`src/rtl/regfile_cmd_sequencer_if.sv`:
```
// Regfile command bus between micro-op decode, the command sequencer and the ALU.
// The master modport is the sequencer side; the slave modport is everything around it.
interface regfile_cmd_sequencer_if #(
   parameter int WIDTH       = 16,
   parameter int INDEX_WIDTH = 3
);
   logic                   i_req_valid;
   logic                   o_req_ready;
   logic [1:0]             i_req_op;
   logic [INDEX_WIDTH-1:0] i_sel_a;
   logic [INDEX_WIDTH-1:0] i_sel_b;
   logic [INDEX_WIDTH-1:0] i_sel_c;
   logic [3:0]             o_rf_cmd;
   logic [INDEX_WIDTH-1:0] o_rf_sel_a;
   logic [INDEX_WIDTH-1:0] o_rf_sel_b;
   logic [INDEX_WIDTH-1:0] o_rf_sel_c;
   logic [WIDTH-1:0]       i_rf_data;
   logic [WIDTH-1:0]       o_rf_wdata;
   logic [WIDTH-1:0]       o_op_a;
   logic [WIDTH-1:0]       o_op_b;
   logic                   o_alu_start;
   logic                   i_alu_done;
   logic [WIDTH-1:0]       i_alu_result;
   logic [WIDTH-1:0]       o_rdata;
   logic                   o_done;
   logic                   o_error;

   modport master (
      input  i_req_valid, i_req_op, i_sel_a, i_sel_b, i_sel_c,
      input  i_rf_data, i_alu_done, i_alu_result,
      output o_req_ready, o_rf_cmd, o_rf_sel_a, o_rf_sel_b, o_rf_sel_c,
      output o_rf_wdata, o_op_a, o_op_b, o_alu_start, o_rdata, o_done, o_error
   );

   modport slave (
      output i_req_valid, i_req_op, i_sel_a, i_sel_b, i_sel_c,
      output i_rf_data, i_alu_done, i_alu_result,
      input  o_req_ready, o_rf_cmd, o_rf_sel_a, o_rf_sel_b, o_rf_sel_c,
      input  o_rf_wdata, o_op_a, o_op_b, o_alu_start, o_rdata, o_done, o_error
   );
endinterface

```
`src/rtl/regfile_cmd_sequencer.sv`:
```
// Regfile command sequencer: accepts one micro-op per handshake, expands it into one
// regfile command per cycle, captures read data and exchanges operands with the ALU.
// All outputs are registered; the command for a cycle is chosen from the state entered.
module regfile_cmd_sequencer #(
   parameter int WIDTH       = 16,
   parameter int INDEX_WIDTH = 3,
   parameter int ALU_TIMEOUT = 15
) (
   input logic                     clk,
   input logic                     rst_n,
   regfile_cmd_sequencer_if.master bus
);
   localparam int CNT_W = (ALU_TIMEOUT > 1) ? $clog2(ALU_TIMEOUT) : 1;

   localparam logic [3:0] CMD_NOP      = 4'd0;
   localparam logic [3:0] CMD_READA    = 4'd1;
   localparam logic [3:0] CMD_READB    = 4'd2;
   localparam logic [3:0] CMD_LATCHC   = 4'd3;
   localparam logic [3:0] CMD_LATCHSEL = 4'd4;
   localparam logic [3:0] CMD_READSP   = 4'd5;
   localparam logic [3:0] CMD_READF    = 4'd6;
   localparam logic [3:0] CMD_SPINC    = 4'd7;
   localparam logic [3:0] CMD_SPDEC    = 4'd8;

   localparam logic [1:0] OP_ALU  = 2'd0;
   localparam logic [1:0] OP_PUSH = 2'd1;
   localparam logic [1:0] OP_POP  = 2'd2;

   typedef enum logic [3:0] {
      S_IDLE, S_SEL, S_RDA, S_RDB, S_CAPB, S_WAIT, S_WRC,
      S_SPDEC, S_RDSP, S_RDF, S_CAP, S_SPINC, S_DONE
   } state_t;

   state_t           state;
   state_t           state_next;
   logic [3:0]       cmd_next;
   logic             error_next;
   logic [1:0]       op;
   logic [CNT_W-1:0] wait_cnt;
   logic             accept;
   logic             alu_done_ok;
   logic             timeout;

   // A request is taken only while idle; ALU done in the start cycle is stale and ignored.
   assign accept      = (state == S_IDLE) && bus.i_req_valid;
   assign alu_done_ok = bus.i_alu_done && !bus.o_alu_start;
   assign timeout     = (wait_cnt == CNT_W'(ALU_TIMEOUT - 1));

   // State register; synchronous reset aborts any sequence in flight.
   always_ff @(posedge clk) begin
      if (!rst_n) begin
         state <= S_IDLE;
      end else begin
         state <= state_next;
      end
   end

   // Next-state decode plus the command and error flag that go with the state being entered.
   always_comb begin
      state_next = state;
      cmd_next   = CMD_NOP;
      error_next = 1'b0;
      case (state)
         S_IDLE: begin
            if (bus.i_req_valid) begin
               case (bus.i_req_op)
                  OP_ALU:  state_next = S_SEL;
                  OP_PUSH: state_next = S_SPDEC;
                  OP_POP:  state_next = S_RDSP;
                  default: state_next = S_RDF;
               endcase
            end
         end
         S_SEL:   state_next = S_RDA;
         S_RDA:   state_next = S_RDB;
         S_RDB:   state_next = S_CAPB;
         S_CAPB:  state_next = S_WAIT;
         S_WAIT: begin
            if (alu_done_ok) begin
               state_next = S_WRC;
            end else if (timeout) begin
               state_next = S_DONE;
               error_next = 1'b1;
            end
         end
         S_WRC:   state_next = S_DONE;
         S_SPDEC: state_next = S_RDSP;
         S_RDSP:  state_next = S_CAP;
         S_RDF:   state_next = S_CAP;
         S_CAP:   state_next = (op == OP_POP) ? S_SPINC : S_DONE;
         S_SPINC: state_next = S_DONE;
         S_DONE:  state_next = S_IDLE;
         default: state_next = S_IDLE;
      endcase

      case (state_next)
         S_SEL:   cmd_next = CMD_LATCHSEL;
         S_RDA:   cmd_next = CMD_READA;
         S_RDB:   cmd_next = CMD_READB;
         S_WRC:   cmd_next = CMD_LATCHC;
         S_SPDEC: cmd_next = CMD_SPDEC;
         S_RDSP:  cmd_next = CMD_READSP;
         S_RDF:   cmd_next = CMD_READF;
         S_SPINC: cmd_next = CMD_SPINC;
         default: cmd_next = CMD_NOP;
      endcase
   end

   // Registered outputs, request capture, read-data capture and the ALU wait counter.
   always_ff @(posedge clk) begin
      if (!rst_n) begin
         bus.o_rf_cmd    <= CMD_NOP;
         bus.o_req_ready <= 1'b1;
         bus.o_done      <= 1'b0;
         bus.o_error     <= 1'b0;
         bus.o_alu_start <= 1'b0;
         bus.o_rf_sel_a  <= INDEX_WIDTH'(0);
         bus.o_rf_sel_b  <= INDEX_WIDTH'(0);
         bus.o_rf_sel_c  <= INDEX_WIDTH'(0);
         bus.o_rf_wdata  <= WIDTH'(0);
         bus.o_op_a      <= WIDTH'(0);
         bus.o_op_b      <= WIDTH'(0);
         bus.o_rdata     <= WIDTH'(0);
         op              <= OP_ALU;
         wait_cnt        <= CNT_W'(0);
      end else begin
         bus.o_rf_cmd    <= cmd_next;
         bus.o_req_ready <= (state_next == S_IDLE);
         bus.o_done      <= (state_next == S_DONE);
         bus.o_error     <= error_next;
         bus.o_alu_start <= (state == S_CAPB);
         if (accept) begin
            op <= bus.i_req_op;
            if (bus.i_req_op == OP_ALU) begin
               bus.o_rf_sel_a <= bus.i_sel_a;
               bus.o_rf_sel_b <= bus.i_sel_b;
               bus.o_rf_sel_c <= bus.i_sel_c;
            end
         end
         if (state == S_RDB) begin
            bus.o_op_a <= bus.i_rf_data;
         end
         if (state == S_CAPB) begin
            bus.o_op_b <= bus.i_rf_data;
            wait_cnt   <= CNT_W'(0);
         end
         if (state == S_WAIT) begin
            wait_cnt <= wait_cnt + CNT_W'(1);
            if (alu_done_ok) begin
               bus.o_rf_wdata <= bus.i_alu_result;
            end
         end
         if (state == S_CAP) begin
            bus.o_rdata <= bus.i_rf_data;
         end
      end
   end
endmodule
```
`src/flat_wrapper.sv`:
```
// flat-port wrapper written by rule: the top's interface ports become plain ports
module regfile_cmd_sequencer_flat 
#(
   parameter int WIDTH       = 16,
   parameter int INDEX_WIDTH = 3,
   parameter int ALU_TIMEOUT = 15
)
  (clk, rst_n, bus_i_req_valid, bus_i_req_op, bus_i_sel_a, bus_i_sel_b, bus_i_sel_c, bus_i_rf_data, bus_i_alu_done, bus_i_alu_result, bus_o_req_ready, bus_o_rf_cmd, bus_o_rf_sel_a, bus_o_rf_sel_b, bus_o_rf_sel_c, bus_o_rf_wdata, bus_o_op_a, bus_o_op_b, bus_o_alu_start, bus_o_rdata, bus_o_done, bus_o_error);
  regfile_cmd_sequencer_if #(.WIDTH(WIDTH), .INDEX_WIDTH(INDEX_WIDTH)) bus_i ();
  input logic clk;
  input logic rst_n;
  input wire logic [$bits(bus_i.i_req_valid)-1:0] bus_i_req_valid;
  input wire logic [$bits(bus_i.i_req_op)-1:0] bus_i_req_op;
  input wire logic [$bits(bus_i.i_sel_a)-1:0] bus_i_sel_a;
  input wire logic [$bits(bus_i.i_sel_b)-1:0] bus_i_sel_b;
  input wire logic [$bits(bus_i.i_sel_c)-1:0] bus_i_sel_c;
  input wire logic [$bits(bus_i.i_rf_data)-1:0] bus_i_rf_data;
  input wire logic [$bits(bus_i.i_alu_done)-1:0] bus_i_alu_done;
  input wire logic [$bits(bus_i.i_alu_result)-1:0] bus_i_alu_result;
  output wire logic [$bits(bus_i.o_req_ready)-1:0] bus_o_req_ready;
  output wire logic [$bits(bus_i.o_rf_cmd)-1:0] bus_o_rf_cmd;
  output wire logic [$bits(bus_i.o_rf_sel_a)-1:0] bus_o_rf_sel_a;
  output wire logic [$bits(bus_i.o_rf_sel_b)-1:0] bus_o_rf_sel_b;
  output wire logic [$bits(bus_i.o_rf_sel_c)-1:0] bus_o_rf_sel_c;
  output wire logic [$bits(bus_i.o_rf_wdata)-1:0] bus_o_rf_wdata;
  output wire logic [$bits(bus_i.o_op_a)-1:0] bus_o_op_a;
  output wire logic [$bits(bus_i.o_op_b)-1:0] bus_o_op_b;
  output wire logic [$bits(bus_i.o_alu_start)-1:0] bus_o_alu_start;
  output wire logic [$bits(bus_i.o_rdata)-1:0] bus_o_rdata;
  output wire logic [$bits(bus_i.o_done)-1:0] bus_o_done;
  output wire logic [$bits(bus_i.o_error)-1:0] bus_o_error;
  assign bus_i.i_req_valid = bus_i_req_valid;
  assign bus_i.i_req_op = bus_i_req_op;
  assign bus_i.i_sel_a = bus_i_sel_a;
  assign bus_i.i_sel_b = bus_i_sel_b;
  assign bus_i.i_sel_c = bus_i_sel_c;
  assign bus_i.i_rf_data = bus_i_rf_data;
  assign bus_i.i_alu_done = bus_i_alu_done;
  assign bus_i.i_alu_result = bus_i_alu_result;
  assign bus_o_req_ready = bus_i.o_req_ready;
  assign bus_o_rf_cmd = bus_i.o_rf_cmd;
  assign bus_o_rf_sel_a = bus_i.o_rf_sel_a;
  assign bus_o_rf_sel_b = bus_i.o_rf_sel_b;
  assign bus_o_rf_sel_c = bus_i.o_rf_sel_c;
  assign bus_o_rf_wdata = bus_i.o_rf_wdata;
  assign bus_o_op_a = bus_i.o_op_a;
  assign bus_o_op_b = bus_i.o_op_b;
  assign bus_o_alu_start = bus_i.o_alu_start;
  assign bus_o_rdata = bus_i.o_rdata;
  assign bus_o_done = bus_i.o_done;
  assign bus_o_error = bus_i.o_error;
  regfile_cmd_sequencer #(.WIDTH(WIDTH), .INDEX_WIDTH(INDEX_WIDTH), .ALU_TIMEOUT(ALU_TIMEOUT)) u_core (.clk(clk), .rst_n(rst_n), .bus(bus_i));
endmodule
```
`config.mk`:
```
export PLATFORM = sky130hd
export DESIGN_NAME = regfile_cmd_sequencer_flat
export DESIGN_NICKNAME = d
export VERILOG_FILES = /design/src/rtl/regfile_cmd_sequencer_if.sv /design/src/rtl/regfile_cmd_sequencer.sv /design/src/flat_wrapper.sv
export SDC_FILE = /design/constraint.sdc
export NUM_CORES = 1
export LEC_CHECK = 0
export ABC_CLOCK_PERIOD_IN_PS = 2300
export CORE_MARGIN = 10
export CORE_UTILIZATION = 35
export CTS_CLUSTER_DIAMETER = 80
export DETAILED_ROUTE_END_ITERATION = 8
export GPL_TIMING_DRIVEN = 1
export PLACE_DENSITY = 0.68
export REMOVE_ABC_BUFFERS = 1
export SLEW_MARGIN = 0
export SYNTH_ARGS = -nofsm -noshare
export SYNTH_HDL_FRONTEND = slang
export SYNTH_SLANG_ARGS = --single-unit
```
`constraint.sdc`:
```
create_clock -name clk -period 2.3 [get_ports clk]
set_input_delay 0.23 -clock clk [delete_from_list [all_inputs] [get_ports clk]]
set_output_delay 0.23 -clock clk [all_outputs]
set_load 0.01 [all_outputs]
```
==> results of run 1 <==
==> synthesized netlist by cell type (all sizes together) <==
cell type  count  area [sq um]
clkbuf        23          86.3
o21ai          2          10.0
nand3          4          20.0
buf            4          28.8
a311oi         1          8.76
mux2i          1          10.0
o22ai          2          18.8
xnor2          1          8.76
nand3b         1          7.51
nor4           1          6.26
nor2b          3          18.8
or3            5          31.3
or3b           1          8.76
nand2        156           586
or4b           2          27.5
a211o          1          8.76
o211ai         1          21.3
nor3           8          45.0
a21oi         82           410
nand4bb        2          22.5
nand2b         3          18.8
nor3b          1          7.51
dfxtp         91          1820
a21o           1          7.51
o311a          1          10.0
or2            2          12.5
nor2          14          52.6
a211oi         1          7.51
and2           2          12.5
ha             7          87.6
inv            6          22.5
==> how the worst max path moves through the flow <==
stage,from,end
2_1_floorplan,u_core.state[1]$_SDFF_PN0_,u_core.bus.o_rf_cmd[0]$_SDFF_PN0_
3_3_place_gp,bus_i_req_valid,u_core.bus.o_rf_cmd[0]$_SDFF_PN0_
3_5_place_dp,bus_i_req_valid,u_core.bus.o_rf_cmd[0]$_SDFF_PN0_
4_1_cts,u_core.state[1]$_SDFF_PN0_,u_core.bus.o_rf_cmd[0]$_SDFF_PN0_
5_1_grt,u_core.state[3]$_SDFF_PN0_,u_core.bus.o_rf_cmd[0]$_SDFF_PN0_
6_report,u_core.state[3]$_SDFF_PN0_,u_core.bus.o_rf_cmd[0]$_SDFF_PN0_
==> area by class of cell <==
class | instances | area share, %
clock buffer | 10 | 2.58
multi-input combinational | 306 | 28.7
timing repair buffer | 159 | 28.9
tap | 133 | 3.13
inverter | 6 | 0.423
clock inverter | 6 | 2.09
sequential | 91 | 34.3
==> metal layers <==
metal | up-vias | part of all wire, % | GRT usage [%] | wire, microns
met3 | 16 | 3.9 | 3.35 | 412
met5 | - | 0 | 0 | 0
li1 | 1690 | - | - | -
met2 | 77 | 51 | 25.6 | 5320
met1 | 1536 | 43 | 16.9 | 4520
met4 | 0 | 2.1 | 4.73 | 224
==> stage by stage <==
stage / total power [uW] / instances / utilization [%] / setup TNS [ns] / setup slack (ns)
global placement: 3470 / 693 / 51.9 / -1.41 / -0.346
CTS: 4880 / 710 / 54.6 / 0 / 0.000488
global route: 5260 / 711 / 55.0 / -0.0508 / -0.0508
finish: 4940 / 711 / 55.0 / -0.0130 / -0.0130
detailed placement: 3520 / 693 / 51.9 / -2.05 / -0.360
floorplan: 2640 / 403 / - / -0.170 / -0.170
==> power by group <==
group          switching [uW]  internal, uW
clock network             572           756
registers                74.6          1740
logic                     896           902
total                    1540          3400
==> state kept, by name (all words and copies together), names as in the netlist <==
register / count
u_core.bus.o_op_b: 16
u_core.state: 4
u_core.bus.o_alu_start: 1
u_core.bus.o_rf_sel_c: 3
u_core.bus.o_error: 1
u_core.bus.o_rf_cmd: 4
u_core.bus.o_op_a: 16
u_core.bus.o_done: 1
u_core.wait_cnt: 4
u_core.op: 2
u_core.bus.o_rf_sel_b: 3
u_core.bus.o_rf_wdata: 16
u_core.bus.o_rf_sel_a: 3
u_core.bus.o_rdata: 16
u_core.bus.o_req_ready: 1
==> cell families after synthesis <==
logic type      synth area share (%)
fa+ha+maj                       2.54
flops                           52.9
mux                            0.290
simple gates                    25.5
buf+inv                         3.99
compound gates                  14.6
xor+xnor                       0.254
==> cell usage in the layout, fill, tap and decap left out, types with 3 or more instances in the layout <==
| cell type | Yosys | final |
|---|---|---|
| nand2_1 | 156 | 156 |
| ha_1 | 7 | 5 |
| dfxtp_1 | 91 | 89 |
| inv_1 | 5 | 4 |
| nor3_1 | 7 | 4 |
| nor2b_1 | 3 | 3 |
| a21oi_1 | 82 | 82 |
| nor3_2 | 1 | 4 |
| clkbuf_8 | 0 | 10 |
| nand3_1 | 4 | 4 |
| or3_1 | 5 | 5 |
| buf_4 | 1 | 30 |
| clkdlybuf4s50_1 | 0 | 127 |
| nand2b_1 | 3 | 3 |
| nor2_1 | 14 | 14 |
| bufinv_16 | 0 | 3 |
==> what timing repair did <==
item,in CTS,in global routing
endpoints found under the setup margin,1,3
hold buffers,0,0
pin swaps,1,6
setup buffers,1,1
gates resized for setup,0,7
endpoints found under the hold margin,0,0
==> critical path: stages (launching register included) <==
cell	delay [ns]
dfxtp_2	0.33
or4b_4	0.53
or4b_4	0.55
o311a_1	0.14
inv_2	0.09
ha_4	0.19
or3_1	0.30
a21oi_1	0.14
==> results.json, run 1 <==
{
  "outcome": "finished with violations",
  "violations": "setup timing",
  "setup.worst_path.start_class": "register",
  "p_leak_uw": 0.00186,
  "path_class": "register to register",
  "avgViaCountPerCell": 4.67,
  "relSlewSlack_pct": 55.6,
  "grt_pass1_vias": 3284,
  "drive_gt1_share_pct": 11.1,
  "drtPass1Iterations": 4,
  "hpwl_microns": 7560,
  "min_to": "u_core.bus.o_rf_wdata[10]$_SDFFE_PN0P_",
  "drv_cap": 0,
  "grt_max_degree": 38,
  "fin_ws_ns": -0.0130,
  "hold_path.startpoint": "bus_i_alu_result[10]",
  "wl_per_cell_microns": 14.7,
  "io_pins": 128,
  "antenna_found_initial": 0,
  "ys_ff_latch": 91,
  "finalHoldViolCount": 0,
  "die_w_microns": 119,
  "synth_cells": 430,
  "gr-total-overflow": 0,
  "routabilityCongestion": 0.831,
  "root_buffer": "clkbuf_8",
  "grt_first_pass_wirelength_microns": 17000,
  "syn_to_final_growth_pct": 54.5,
  "insertedDiodeCount": 0,
  "grt_usage_pct": 14.5,
  "tightest_slew_ns": 0.667,
  "cts_tree": "built",
  "worst_setup_path_end_kind": "register",
  "ys_types": 36,
  "core_sq_mm": 0.00968,
  "clock-skew-final_ns": 0.0133,
  "first_iter_violations": 208,
  "whs_ns": 0.424,
  "ys_seq_area_share_pct": 52.9,
  "yosys_warnings": 0,
  "ant_nets": 0,
  "synthesis.area_sq_mm": 0.00345,
  "grt_setup_unrepaired": "yes",
  "fill_cells": 909,
  "finalSetupViolCount": 1,
  "ir_worst_vdd_mv": 0.714,
  "fin_crit_ns": 2.31,
  "cp.arrival_ns": 2.60,
  "reg2reg_slack_ns": -0.01,
  "post_dp_cell_area_sq_mm": 0.00503,
  "die_y_microns": 119,
  "powerDensity_mw_per_mm2": 928,
  "synth_area_per_cell_sq_um": 8.01,
  "clk_latency_ns": 0.35,
  "ff_latch_area_sq_mm": 0.00182,
  "rows": 36,
  "fmax_mhz": 432,
  "multiInputGateArea_sq_mm": 0.00153,
  "fin_crit_sh_pct": 101,
  "cts_made_buffers": 9,
  "h-tree-depth": 3,
  "hp-class": "input port to register",
  "initial_core_util_pct": 35.6,
  "hold_depth": 3,
  "stdcell_area_sq_mm": 0.00533,
  "clockBufferDepth": 2,
  "r2r-end": "u_core.bus.o_rf_cmd[0]$_SDFF_PN0_",
  "wirelength_microns": 10500,
  "drc": 0,
  "reg2regPathDepth": 7,
  "die_area_sq_mm": 0.0142,
  "nets": 627,
  "required_ns": 2.59,
  "cts.sinks": 91,
  "crit_fanout": 2,
  "portBuffers": 127,
  "r2r-start": "u_core.state[3]$_SDFF_PN0_",
  "dr_total_vias": 3319,
  "clkTransAtPathRegs_ns": 0.09,
  "slew_violations": 0
}
Note: power is estimated with default switching activity, not from simulation.
==> run 2, diff against run 1 <==
ABC_AREA = 1   (was unset)
PLACE_DENSITY = 0.67   (was 0.68)
==> run 2 against run 1 <==
  * The flow now finishes without violations
  * Synthesized cell count up 8.6%
  * Worst hold slack better by 0.033 ns
  * Critical endpoint is now u_core.bus.o_rf_cmd[1]$_SDFF_PN0_
  * Non-clock buffer count down 24
  * Total power down 5.2%
  * Combinational power down 3%
  * Largest power group unchanged
==> results.json, run 2 <==
{
  "routabilityCongestion": 0.866,
  "cts_tree": "built",
  "ys_types": 31,
  "fin_crit_ns": 2.08,
  "setup_tns_ns": 0,
  "wl_per_cell_microns": 14.5,
  "drtPass1Iterations": 4,
  "synth_top_cell_by_area": "dfxtp_1",
  "synthesis.area_sq_mm": 0.00359,
  "clockBufferDepth": 2,
  "clk_latency_ns": 0.36,
  "yosys_warnings": 0,
  "ir_worst_vdd_mv": 0.398,
  "cts.sinks": 91,
  "cpMaxStageDelayCell": "dfxtp_1",
  "avgViaCountPerCell": 4.62,
  "fin_ws_ns": 0.224,
  "mostFrequentLayoutCell": "nor2_1",
  "async_flop_share_pct": 0,
  "grt_max_degree": 65,
  "antenna_found_initial": 0,
  "grt_first_pass_wirelength_microns": 17200,
  "drc": 0,
  "grtUsageMet3_pct": 5.58,
  "finalSetupViolCount": 0,
  "rows": 36,
  "clock-skew-final_ns": 0.0109,
  "synth_edf_count": 0,
  "dp.cells": 716,
  "fmax_mhz": 482,
  "grt_busiest_layer": "met2",
  "syn_to_final_growth_pct": 43.7,
  "grt_use_met1_pct": 16.9,
  "finalHoldViolCount": 0,
  "hpwl_microns": 7920,
  "cts_resized": 0,
  "synthTopCellsByArea": "dfxtp_1 51%, nor2_1 14%, o21ai_0 7.4%, nand2_1 4.7%, nand3_1 3.6%",
  "ys_ff_latch": 91,
  "root_buffer": "clkbuf_8",
  "portBuffers": 127,
  "holdBufCountCts": 0,
  "ff_latch_area_sq_mm": 0.00182,
  "drv_cap": 0,
  "initial_core_util_pct": 36.4,
  "setup.worst_path.start_class": "register",
  "p_leak_uw": 0.00209,
  "synth_flop_cell": "dfxtp_1",
  "p_total_uw": 4680,
  "cp.arrival_ns": 2.33,
  "clkTransAtPathRegs_ns": 0.09,
  "synth_commonest_cells": "131 x nor2_1, 91 x dfxtp_1, 53 x o21ai_0",
  "die_area_sq_mm": 0.0147,
  "wirelength_microns": 10600,
  "worst_setup_path_end_kind": "register",
  "fin_crit_sh_pct": 90.3,
  "crit_top_cell": "inv_1",
  "fin_util_pct": 52.3,
  "slew_violations": 0,
  "drive_gt1_share_pct": 8.18,
  "die_w_microns": 121,
  "nets": 648,
  "crit_fanout": 9,
  "synth_top_area_share_pct": 50.8,
  "stdcell_count": 732,
  "synth.most_common_cell": "nor2_1",
  "ant_nets": 0,
  "grt_usage_pct": 14.4,
  "hp-class": "register to register",
  "grt_setup_unrepaired": "no",
  "ys_seq_area_share_pct": 50.8,
  "met2_usage_pct": 23.8,
  "io_pins": 128,
  "post_cts_buffers": 0,
  "insertedDiodeCount": 0,
  "tightest_slew_ns": 0.553,
  "h-tree-depth": 3,
  "required_ns": 2.55,
  "first_iter_violations": 256,
  "post-place-ws_ns": 0.219,
  "die_y_microns": 121,
  "synth_cells": 467,
  "cts_made_buffers": 9,
  "grt_pass1_vias": 3353,
  "layout_common_cells": "131 x nor2_1, 127 x clkdlybuf4s50_1, 91 x dfxtp_1, 53 x o21ai_0, 45 x nand2_1",
  "synth_area_per_cell_sq_um": 7.68,
  "multiInputGateArea_sq_mm": 0.00155,
  "relSlewSlack_pct": 63.1,
  "outcome": "finished clean",
  "fill_cells": 934,
  "dr_total_vias": 3383,
  "path_class": "register to register",
  "core_sq_mm": 0.00986,
  "slowest_delay_ns": 0.47,
  "cp_cell_sequence": "inv_1, nand2_2, inv_1, nand2_2, o22ai_1, nor3_2, inv_1, ha_1, inv_1, o21bai_1, nand2_1, nand2_1, nand2_1",
  "gr-total-overflow": 0,
  "powerDensity_mw_per_mm2": 908
}
==> run 2: changes by cell type after synthesis, moves of 11 or more <==
cell      before  now
nand2_1      156   45
o21ai_0        2   53
a21oi_1       82   23
clkbuf_1      23   12
inv_1          5   25
nand3_1        4   26
nor2_1        14  131
==> run 2: power by group <==
group          internal, uW  switching (uW)  total, uW
combinational           763             976       1740
sequential             1820             160       1980
clock                   396             564        960
total                  2980            1700       4680
==> run 2: kinds of logic (layout without fill, tap and decap cells) <==
logic type	count (synthesis)	after routing	share of synthesized area [%]
AO/OA/AOI/OAI	88	88	12.4
AND/OR/NAND/NOR	228	228	27.9
adder cells (fa/ha/maj)	7	7	2.44
buffers and inverters	52	184	6.17
XOR/XNOR	1	1	0.244
flip-flops	91	91	50.8
==> run 2: area by class of cell <==
cell class | count | share of cell area, %
sequential | 91 | 35.3
multi-input combinational | 324 | 30.0
timing repair buffer | 135 | 25.8
tap | 133 | 3.23
clock buffer | 10 | 2.48
inverter | 33 | 2.40
clock inverter | 6 | 0.777
==> run 2: path summary, 6_finish.rpt <==
| check | slack (ns) | end | depth (start not counted) | start |
|---|---|---|---|---|
| worst max-delay path | 0.22 | u_core.bus.o_rf_cmd[1]$_SDFF_PN0_ | 13 | u_core.state[0]$_SDFF_PN0_ |
| worst min-delay path | 0.46 | u_core.op[0]$_SDFFE_PN0P_ | 2 | u_core.op[0]$_SDFFE_PN0P_ |
| worst max register to register | 0.22 | u_core.bus.o_rf_cmd[1]$_SDFF_PN0_ | 13 | u_core.state[0]$_SDFF_PN0_ |
| worst min register to register | 0.46 | u_core.op[0]$_SDFFE_PN0P_ | 2 | u_core.op[0]$_SDFFE_PN0P_ |
==> run 2: worst max-delay path: cells and delay by family (launching register included) <==
kind	cells	cell delay (ns)
AND/OR/NAND/NOR	6	0.69
AO/OA/AOI/OAI	2	0.22
adder cells (fa/ha/maj)	1	0.21
buffers and inverters	4	0.38
flip-flops	1	0.47
==> run 2: per-layer routing <==
metal,share of wire [%],routed length (microns)
met5,0,0
met4,1.3,143
met3,8.5,908
met2,46,4840
met1,45,4740
==> run 2: stage by stage <==
| step | hold WS (ns) | instance area (sq um) |
|---|---|---|
| after detailed placement | 0.449 | 4990 |
| final | 0.457 | 5160 |
| after global routing | 0.455 | 5160 |
| after floorplan | 0.299 | 3490 |
| after CTS | 0.444 | 5160 |
| after global placement | 0.448 | 4990 |
